===== src/rtl/bcd_time_counter.sv =====
// Stopwatch time base: prescales clk to a TICK_HZ tick and keeps elapsed
// time as four BCD digits (SS.hh) for the 7-segment display driver.
module bcd_time_counter #(
   parameter int unsigned CLK_FREQ_HZ = 100_000_000,
   parameter int unsigned TICK_HZ     = 100
) (
   input  logic        clk,
   input  logic        reset,
   input  logic        init_regs,
   input  logic        count_enabled,
   output logic [15:0] time_bcd,
   output logic        tick,
   output logic        wrap
);

   localparam int unsigned DIV   = (TICK_HZ == 0) ? 0 : CLK_FREQ_HZ / TICK_HZ;
   localparam int unsigned PRE_W = (DIV >= 2) ? $clog2(DIV) : 1;
   localparam logic [PRE_W-1:0] PRE_LAST = PRE_W'(DIV - 1);

   // Reject clock/tick ratios that are not an exact integer of at least 2
   if (TICK_HZ == 0 || DIV < 2 || DIV * TICK_HZ != CLK_FREQ_HZ) begin : g_bad_div
      $error("bcd_time_counter: CLK_FREQ_HZ / TICK_HZ must be exact and >= 2");
   end

   logic [PRE_W-1:0] r_pre;
   logic [15:0]      r_time_bcd;
   logic             r_tick;
   logic             r_wrap;

   logic [15:0]      w_time_inc;
   logic             w_rollover;

   // Ripple-carry BCD increment; tens-of-seconds wraps after 5
   always_comb begin
      w_time_inc = r_time_bcd;
      w_rollover = 1'b0;
      if (r_time_bcd[3:0] < 4'd9) begin
         w_time_inc[3:0] = r_time_bcd[3:0] + 4'd1;
      end else begin
         w_time_inc[3:0] = 4'd0;
         if (r_time_bcd[7:4] < 4'd9) begin
            w_time_inc[7:4] = r_time_bcd[7:4] + 4'd1;
         end else begin
            w_time_inc[7:4] = 4'd0;
            if (r_time_bcd[11:8] < 4'd9) begin
               w_time_inc[11:8] = r_time_bcd[11:8] + 4'd1;
            end else begin
               w_time_inc[11:8] = 4'd0;
               if (r_time_bcd[15:12] < 4'd5) begin
                  w_time_inc[15:12] = r_time_bcd[15:12] + 4'd1;
               end else begin
                  w_time_inc[15:12] = 4'd0;
                  w_rollover        = 1'b1;
               end
            end
         end
      end
   end

   // Partial prescaler count is held while paused so resume loses no time
   always_ff @(posedge clk) begin
      if (reset || init_regs) begin
         r_pre      <= '0;
         r_time_bcd <= 16'h0000;
         r_tick     <= 1'b0;
         r_wrap     <= 1'b0;
      end else if (count_enabled) begin
         if (r_pre == PRE_LAST) begin
            r_pre      <= '0;
            r_time_bcd <= w_time_inc;
            r_tick     <= 1'b1;
            r_wrap     <= w_rollover;
         end else begin
            r_pre  <= r_pre + PRE_W'(1);
            r_tick <= 1'b0;
            r_wrap <= 1'b0;
         end
      end else begin
         r_tick <= 1'b0;
         r_wrap <= 1'b0;
      end
   end

   assign time_bcd = r_time_bcd;
   assign tick     = r_tick;
   assign wrap     = r_wrap;

endmodule

===== config.mk =====
export PLATFORM = sky130hd
export DESIGN_NAME = bcd_time_counter
export DESIGN_NICKNAME = d
export VERILOG_FILES = /design/src/rtl/bcd_time_counter.sv
export SDC_FILE = /design/constraint.sdc
export NUM_CORES = 1
export LEC_CHECK = 0
export ABC_AREA = 0
export CAP_MARGIN = 20
export CORE_MARGIN = 3
export CORE_UTILIZATION = 36
export CTS_CLUSTER_SIZE = 40
export DETAILED_ROUTE_END_ITERATION = 10
export PLACE_DENSITY_LB_ADDON = 0.08
export SYNTH_ARGS = -nofsm -noshare
export SYNTH_HDL_FRONTEND = slang
export SYNTH_SLANG_ARGS = --single-unit

===== constraint.sdc =====
create_clock -name clk -period 5.4 [get_ports clk]
set_clock_uncertainty 0.1 [all_clocks]
set_input_delay 1.08 -clock clk [delete_from_list [all_inputs] [get_ports clk]]
set_output_delay 1.08 -clock clk [all_outputs]
set_load 0.01 [all_outputs]

==> After elaboration in Yosys (flattened, before gate mapping) <==
Cells that the tools add are included.
{ "word_totals": {"regBits": 38, "inputBits": 4, "output_inout_bits": 18, "wordCells": 36} }
{ "op_classes": {"add_sub_neg": 5, "order_cmp": 4, "n_eq_ne": 1, "muxes": 7, "n_bitwise": 5, "reduce_logical": 7} }
{ "ops": {"columns": ["operator", "n"], "rows": [
  ["$add 20x1->20 const B", 1],
  ["$eq 20x20->1 const B", 1],
  ["$mux 20", 1],
  ["$add 4x1->4 const B", 4],
  ["$mux 4", 4],
  ["$lt 4x4->1 const B", 3],
  ["$reduce_or 6->1", 1],
  ["$not 1->1", 5],
  ["$reduce_and 5->1", 1],
  ["$lt 4x3->1 const B", 1],
  ["$reduce_and 4->1", 1],
  ["$reduce_and 3->1", 1],
  ["$mux 1", 2],
  ["$reduce_and 2->1", 1],
  ["$reduce_or 2->1", 1],
  ["$logic_or 1x1->1", 1]
]} }

==> Logic depth before layout (Yosys ltp) <==
{ "depth": {"word_depth": 3, "ltp_mapped": 8, "depth_no_buf": 7} }

==> Worst setup path before layout <==
Ideal clock, no wire load.
{ "synth_path": {"path_kind": "in2reg", "from": "input port count_enabled", "to": "register r_time_bcd[14] (netlist: time_bcd[14])", "setup_ps": 71, "arrival_time_ps": 3184, "required_time_ps": 5229, "slack_ps": 2045, "stages": 8, "path_buffers": 3, "path_cell_list": "buf_4 -> nand3_2 -> or4_4 -> buf_6 -> or4_4 -> buf_6 -> or4b_1 -> a21oi_1"} }
{ "synth_between": {"elab_chain_len": 1} }
{ "synth_rtl": {"columns": ["item", "line", "text"], "rows": [
  ["start: declaration", "10", "input logic count_enabled,"],
  ["$reduce_and 5->1 (no source line)", null, null],
  ["end signal: assignment", "70", "r_time_bcd <= w_time_inc;"],
  ["end: declaration", "26", "logic [15:0] r_time_bcd;"]
]} }
Every way passes these cells.
A chain may end at the register's enable or synchronous reset.

==> Worst setup path after layout <==
Same ends and word-level chain as after synthesis.

==> flow_metrics.tcl <==
set metrics [dict create \
    wl_per_cell_um 11.85 \
    setup_violations 0 \
    grt_pass1_wl_um 6078 \
    crit_arrival_ns 3.66 \
    total_power_mw 0.4885 \
    hold_depth 2 \
    synth_edf_count 0 \
    finalWirelength_um 3555 \
    yosys_warnings 0 \
    power_leakage_nw 0.7202 \
    cts_made_buffers 5 \
    cp_common_cell "or4_4" \
    tightest_slew_ns 0.8193 \
    hold_viol_final 0 \
    final_cells 300 \
    timing.slew.headroom_pct 44.96 \
    synth_area_per_cell_um2 8.699 \
    yosys.cell_count.top_type "dfxtp_1" \
    path_clk_slew_ns 0.07 \
    fp.dieArea_mm2 0.005965 \
    holdWs_ns 0.4128 \
    grt_max_degree 20 \
    max_stage_delay_ns 0.60 \
    p_int_mw 0.3871 \
    utilization_pct 45.06 \
    core_mm2 0.004817 \
    p_clk_share_pct 40.4 \
    netlist_top_cells_area "dfxtp_1, xor2_1, nor2_1, ha_1, nand2_1" \
    dpl.cell_count 292 \
    max-vdd-ir-drop_mv 0.1577 \
    die_h_um 77.24 \
    cts_tree "yes" \
    fin_crit_sh_pct 65.80 \
    clock_latency_ns 0.28 \
    firstDrtPassIters 4 \
    syn2layout_area_growth_pct 18.84 \
    maxCapViolCount 0 \
    num_vias 1447 \
    crit_slowest_cell "clkdlybuf4s50_1" \
    place_ws_ns 1.544 \
    antenna_found_initial 0 \
    synthXorXnorAreaFrac_pct 9.110 \
    hold_path.class "flop to flop" \
    finalSetupTns_ns 0 \
    cts.path.max_buffers 2 \
    num_antenna_cells 0 \
    comb_power_share_pct 2.1 \
    synth_cells 210 \
    cts_resized 0 \
    cp_top_family "simple AND/OR/NAND/NOR gates" \
    hpwl_um 2576 \
    grt_pass1_vias 1333 \
    power.density_mw_per_mm2 225.0 \
    syn_nets 223 \
    holdBufCountCts 0 \
    rrSetupSlack_ns 2.68 \
    hold_start "time_bcd[1]" \
    die_w_um 77.24 \
    htree_levels 2 \
    whs_endpoint "time_bcd[1]" \
    synthTopCellsByCount "dfxtp_1, nor2_1, nand2_1" \
    yosysTopAreaCell "dfxtp_1" \
    start_util_pct 37.92 \
    synth_top_family_by_area "simple AND/OR/NAND/NOR gates" \
    drive_gt1_share_pct 5.579 \
    cp_num_buf_inv 1 \
    maxSlewViolCount 0 \
    rows 25 \
    end_kind "flop" \
    p_sw_mw 0.1014 \
    critPathLaunchType "primary input" \
    r2r-start "r_pre[0]" \
    rsz0062_at_grt "no" \
    ys_types 36 \
    drt-vias-per-instance 4.823 \
    outcome "complete, no violations" \
    ios 22 \
    path_cells "clkdlybuf4s50_1 -> nand3_2 -> or4_4 -> or4_4 -> or4b_1 -> a21oi_1" \
    fill_cells 512 \
    synthSimpleGateAreaFrac_pct 26.78 \
    required_ns 5.51 \
    gp_congestion 0.7222 \
    r2r_end "time_bcd[14]" \
    clock_sink_count 38 \
    async_flop_share_pct 0 \
    ys_seq_area_share_pct 41.64 \
    critical_path_class "primary input to flop" \
    synth-compound-area-share_pct 8.630 \
    drcViolationCount 0 \
    swShare_pct 20.75 \
    synth_ff_type "dfxtp_1" \
    num-nets-final 245 \
    post_cts_buffers 0 \
    setup_slack_ns 1.847 \
    max_freq_mhz 281.5 \
    drtAntennaViolNets 0 \
    track_usage_pct 12.33 \
    yosys_register_bits 38 \
    synth_area_mm2 0.001827 \
    dpl_cell_area_mm2 0.002079 \
    synthAdderAreaFrac_pct 6.164 \
    synth_top_area_share_pct 41.64 \
    timing.final.crit_period_ns 3.553 \
    design_area_mm2 0.002171 \
    path_max_fanout 8 \
    r2r.worst_path.cells 6 \
    drt_iter0_drc 63 \
    grt_overflow 0 \
    synth_mux_area_share_pct 2.740 \
    numPortBuffers 21 \
    p_seq_share_pct 57.5 \
    cts-root-buf "clkbuf_8" \
]
-- cells in the final DEF (no fill, tap or decap), types with 5 or more instances in the layout --
master	n
xnor2_1	5
mux2i_1	5
nor3_1	6
a21oi_1	6
nand2_1	15
dfxtp_1	38
ha_1	9
clkbuf_8	6
xor2_1	14
nand4_1	9
clkdlybuf4s50_1	21
inv_1	13
o21ai_0	5
nand3_1	10
nor2_1	32
-- metal layers --
| metal | GRT usage (%) | vias up | share of wire, % |
|---|---|---|---|
| met1 | 15.76 | 653 | 50 |
| met2 | 20.38 | 21 | 46 |
| met5 | 0 | - | 0 |
| met4 | 3.203 | 0 | 0.84 |
| met3 | 3.404 | 5 | 3.2 |
| li1 | - | 768 | - |
-- cells by family after synthesis --
| logic type | Yosys count |
|---|---|
| DFF | 38 |
| and+or+nand+nor | 95 |
| AOI/OAI and AO/OA | 25 |
| adders and majority gates | 9 |
| muxes | 5 |
| buffers and inverters | 19 |
| xor gates and xnor gates | 19 |
-- registers in the layout (all words and copies together) (netlist names) --
register and count:
r_pre 20, tick 1, time_bcd 16, wrap 1
-- worst register-to-register path: cells and delay by family (launching register included) --
family,cells,cell delay (ns)
compound gates,1,0.14
fa+ha+maj,1,0.22
flops,1,0.38
simple gates,4,1.82
-- worst max-delay path by stage --
stage / startpoint / endpoint / slack, ns / depth (start not counted)
after global routing: count_enabled / time_bcd[10] / 1.75 / 6
after floorplan: count_enabled / time_bcd[14] / 2.05 / 8
after detailed placement: count_enabled / time_bcd[14] / 1.54 / 6
final: count_enabled / time_bcd[14] / 1.85 / 6
after global placement: count_enabled / time_bcd[14] / 1.60 / 6
after CTS: count_enabled / time_bcd[14] / 1.85 / 6
-- power groups by stage --
stage	logic, mW	registers, mW	clock network [mW]
global placement	0.0107	0.288	0
global route	0.0115	0.281	0.224
floorplan	0.00707	0.287	0
detailed placement	0.0106	0.288	0
CTS	0.0106	0.281	0.208
finish	0.0103	0.281	0.197
-- cell type report --
type	count	area, um2	share of cell area (%)
repair buffers	21	210.2	9.683
well taps	67	83.83	3.862
inverters	13	48.80	2.248
flip-flops and latches	38	760.7	35.04
clock buffers	7	86.33	3.977
clock inverters	1	5.005	0.2305
multi-input cells	153	975.9	44.96
Power figures use the tool's default switching activity.
